**src/rtl/muxed_dff_reg.sv**
```systemverilog
`default_nettype none
// ============================================================================
// Module   : muxed_dff_reg
// Purpose  : Wide load-enable storage register.
//            Each bit is a 2:1 hold/load mux feeding an async-reset D flop.
// Revision : 1.0 - initial release
// ============================================================================
module muxed_dff_reg #(
    parameter int               WIDTH       = 512,
    parameter logic [WIDTH-1:0] RESET_VALUE = '0
) (
    input  logic             clk,
    input  logic             reset,
    input  logic [WIDTH-1:0] data_in,
    input  logic             write_en,
    output logic [WIDTH-1:0] data_out
);

    logic [WIDTH-1:0] w_next;
    logic [WIDTH-1:0] w_q;

    generate
        for (genvar i = 0; i < WIDTH; i++) begin : g_bit
            logic r_bit;

            // Mux: i0 = current Q (hold), i1 = data_in (load), sel = write_en
            assign w_next[i] = write_en ? data_in[i] : w_q[i];

            always_ff @(posedge clk or negedge reset) begin
                if (!reset) begin
                    r_bit <= RESET_VALUE[i];
                end else begin
                    r_bit <= w_next[i];
                end
            end

            assign w_q[i] = r_bit;
        end
    endgenerate

    assign data_out = w_q;

endmodule
`default_nettype wire

```
**config.mk**
```make
export PLATFORM = sky130hd
export DESIGN_NAME = muxed_dff_reg
export DESIGN_NICKNAME = d
export VERILOG_FILES = /design/src/rtl/muxed_dff_reg.sv
export SDC_FILE = /design/constraint.sdc
export NUM_CORES = 1
export LEC_CHECK = 0
export ABC_AREA = 1
export BUFFER_PORTS_ARGS = -buffer_cell sky130_fd_sc_hd__buf_2
export CORE_AREA = 2 2 397 399
export CTS_BUF_LIST = sky130_fd_sc_hd__clkbuf_4 sky130_fd_sc_hd__clkbuf_8 sky130_fd_sc_hd__clkbuf_16
export DETAILED_ROUTE_END_ITERATION = 7
export DIE_AREA = 0 0 399 401
export HOLD_SLACK_MARGIN = 0.12
export PLACE_DENSITY_LB_ADDON = 0.05
export SLEW_MARGIN = 20
export SYNTH_ARGS = -nofsm -noshare
export SYNTH_HDL_FRONTEND = slang
export SYNTH_SLANG_ARGS = --single-unit
export TNS_END_PERCENT = 20
```
**constraint.sdc**
```tcl
create_clock -name clk -period 2.1 [get_ports clk]
set_clock_uncertainty 0.15 [all_clocks]
set_input_delay 0.42 -clock clk [delete_from_list [all_inputs] [get_ports clk]]
set_output_delay 0.42 -clock clk [all_outputs]
set_load 0.1 [all_outputs]
```
==> results by stage <==
Run status:
- The run finished with clean final reports.

Floorplanning:
- The horizontal die dimension is 399 um.
- During I/O placement, the number of pins put on the boundary was around 1,000.
- The initial utilization of the core area, before any placement, comes to ~15%.
- After floorplanning, the core was divided into between 100 and 150 placement rows.
- The floorplan step defined a die boundary enclosing around 160,000 um^2.
- The die boundary height is 401 um.
- After floorplanning, the core was sized to cover about 160,000 um^2.

Synth:
- The number of instances in the synthesized netlist is between 2,000 and 3,000.
- The post-synthesis register bit count is slightly above 500.
- The biggest area contributor in the post-synthesis netlist is sky130_fd_sc_hd__dfrtp_1.
- Each instance of the synthesized netlist takes up on average just under 9 um^2.
- The net count after synthesis is 3,189.
- The combined area of all synthesized cells is ~23,000 um^2.
- Sorting the synthesized cells by area gives the leading types as sky130_fd_sc_hd__dfrtp_1, sky130_fd_sc_hd__nand2_1, sky130_fd_sc_hd__buf_4, sky130_fd_sc_hd__buf_6, sky130_fd_sc_hd__buf_2.
- During synthesis, Yosys emitted a total of 0 warnings.
- The register area share after synthesis is between 50% and 60%.
- In this run the biggest area consumer among cell types represents 55.1% of the synthesized area.
- The number of different library cells used by synthesis comes to 8.

Run:
- The tool flagged a number of max-cap violations equal to 0.

Route:
- The total length of routed wires is about 100,000 um.
- The DRC violation total after the first TritonRoute iteration is ~730.
- The post-detailed-route DRC marker count is 0.
- The count of TritonRoute iterations in the first routing pass is 4.
- After detailed routing, the average wire length per cell comes to roughly 18 um.
- Once detail routing completed, the nets flagged for antenna violations numbered 0.
- The via-per-instance ratio is about 3.4.
- For this block, the via count after detailed routing is roughly 20,000.

Placed design:
- At the end of routability-driven placement, the weighted congestion stood at approximately 0.74.
- At the placement stage, the worst setup path has a slack of between 300 and 400 ps.
- Port buffering added 1,026 buffers.
- The HPWL after detailed placement is around 78,000 um.

Hold path:
- The endpoint of the worst hold path is g_bit[431].r_bit.
- The startpoint of the lowest-slack hold path is write_en.
- The number of instances on the worst hold path is 4.
- The class of the tightest hold or removal check is input port to flip-flop.

GRT:
- The number of antenna violations at the first check in global routing came to 24.
- The via count of the first global-routing pass was between 20,000 and 25,000.
- Entering global routing, the biggest net connects 89 pins.
- The global routing usage summed across all routing layers is between 10% and 20%.
- The global-route wire length before repair is between 150,000 and 200,000 um.
- For this run the aggregate overflow at the end of global routing stands at 0.

Timing:
- The setup TNS after final layout is 0 ps.
- The final setup violation count is 0.
- The worst setup slack after layout is 77.9 ps.
- The worst path uses 96.3% of the clock period.
- The final worst hold slack is ~190 ps.
- The max-slew headroom at the worst pin is between 40 and 50%.
- The fmax is roughly 0.49 GHz.
- The final critical delay including setup and external delays is between 2000 and 2500 ps.
- The total count of hold-check failures in the final report was 0.
- The measured slew at the worst slew-check pin is around 850 ps.
- The max-slew violation total from the final report is 0.
- Setup repair after global routing left no endpoint under its margin.

Critical path:
- The kind of capture point of the worst setup path is an output pin.
- At the worst endpoint, the arrival time is roughly 1500 ps.
- The peak per-stage delay on the critical path is approximately 460 ps.
- The worst reg2reg path depth is 2.
- In this run the critical register-to-register path is launched from g_bit[366].r_bit.
- The cell family contributing the most delay on the critical path is buffers and inverters.
- The reg-to-reg endpoint is g_bit[366].r_bit.
- Together, buffers and inverters on the worst path number 1.
- For this design, the slowest cell found on the critical path is sky130_fd_sc_hd__buf_2.
- STA classifies the critical path startpoint as a flip-flop.
- The required time of the critical path is roughly 1500 ps.
- Walking the worst path, the cells encountered are buf_2.
- Across all register-to-register paths, the minimum setup slack is roughly 1300 ps.
- The critical path is of the flip-flop to output pin type.
- The maximum fanout encountered on the critical timing path is 2.

Finish:
- The net total in the final layout is 4,289.
- In the layout the commonest cells are sky130_fd_sc_hd__nand2_1, sky130_fd_sc_hd__buf_2, sky130_fd_sc_hd__dlygate4sd3_1.
- The largest registers in the layout are g_bit.r_bit (512).
- The proportion of layout cells with a drive suffix above 1 is 31.6%.
- The register bank with the most flops is g_bit.r_bit.
- The utilization after layout is 23.2%.
- The register with the most flip-flops in the layout has 512 of them.
- The most common library cell in the layout ignoring fill and taps is sky130_fd_sc_hd__nand2_1.
- From synthesis to final layout, the design area changed by 55.1%.

Clocking:
- The H-tree was split into 3 levels.
- The largest buffer count on any clock path is 3.
- CTS placed an instance of sky130_fd_sc_hd__clkbuf_16 at the clock tree root.
- Counting the buffers created by CTS gives 75.
- The CTS sink count is between 500 and 600.
- The clock tree from TritonCTS is built.
- The number of buffers added for setup after CTS is 0.
- Clock latency on the worst-skew pair, taken at its later pin, is between 600 and 700 ps.
- After clock tree synthesis, the clock-pin slew on the worst setup and hold paths is 60 ps.

Pwr:
- The highest ir drop seen on vdd is around 0.60 mV.
- In this run the power density over the cells is between 900 and 1000 nW/um^2.
- Summed over all cells, the static leakage comes to between 15 and 20 nW.
-- per-layer routing --
layer | wire length, um | track usage, % | part of all wire (%)
met5 | 166 | 0 | 0.16
met4 | 2920 | 4.40 | 2.8
met3 | 9430 | 4.92 | 9.0
met2 | 50300 | 21.7 | 48
met1 | 41600 | 14.5 | 40
-- logic make-up after synthesis --
logic type	share of synthesized area, %
flip-flops	55.1
AND/OR/NAND/NOR	24.8
buffers and inverters	20.2
-- area by class of cell --
class / instances / area [um^2]
fill: 17500 / 120000
sequential: 512 / 12800
timing repair buffer: 1648 / 12400
multi-input combinational: 1536 / 5770
tap: 2058 / 2570
clock buffer: 109 / 2280
clock inverter: 21 / 240
inverter: 1 / 30.0
antenna: 9 / 22.5
-- how the worst max path moves through the flow --
stage / from / endpoint / slack (ps) / depth (start not counted)
floorplan: write_en / g_bit[261].r_bit / 870 / 6
global placement: write_en / g_bit[416].r_bit / 360 / 5
detailed placement: write_en / g_bit[416].r_bit / 350 / 5
CTS: g_bit[198].r_bit / data_out[198] / 0.002 / 1
global route: g_bit[411].r_bit / data_out[411] / 0.1 / 1
finish: g_bit[198].r_bit / data_out[198] / 80 / 1
-- timing repair --
action                                   CTS  global route
resized for setup                        302             7
gates cloned                               0             0
endpoints found under the setup margin   302             7
endpoints found under the hold margin   1024             0
hold buffers                             571             0
-- cell usage after synthesis --
library cell	number
sky130_fd_sc_hd__buf_12	1
sky130_fd_sc_hd__inv_6	1
sky130_fd_sc_hd__buf_6	32
sky130_fd_sc_hd__buf_2	52
sky130_fd_sc_hd__nand2_1	1536
sky130_fd_sc_hd__dfrtp_1	512
sky130_fd_sc_hd__clkbuf_1	2
sky130_fd_sc_hd__buf_4	538
-- per-stage QoR --
stage	cell area [um^2]	total power, mW	std cells
after floorplan	23300	20.3	2674
after global placement	27100	21.7	5184
after detailed placement	27100	21.6	5184
after CTS	36100	36.5	5885
after global routing	36100	37.3	5894
final	36100	35.6	5894
-- report_power, final --
part | switching (mW) | leakage, nW | total [mW] | internal (mW)
registers | 0.506 | 6.24 | 11.3 | 10.8
clock network | 5.18 | 1.26 | 13.1 | 7.90
logic | 8.80 | 11.6 | 11.2 | 2.45
total | 14.5 | 19.1 | 35.6 | 21.1
No activity file was read; power rests on OpenSTA's default activity.
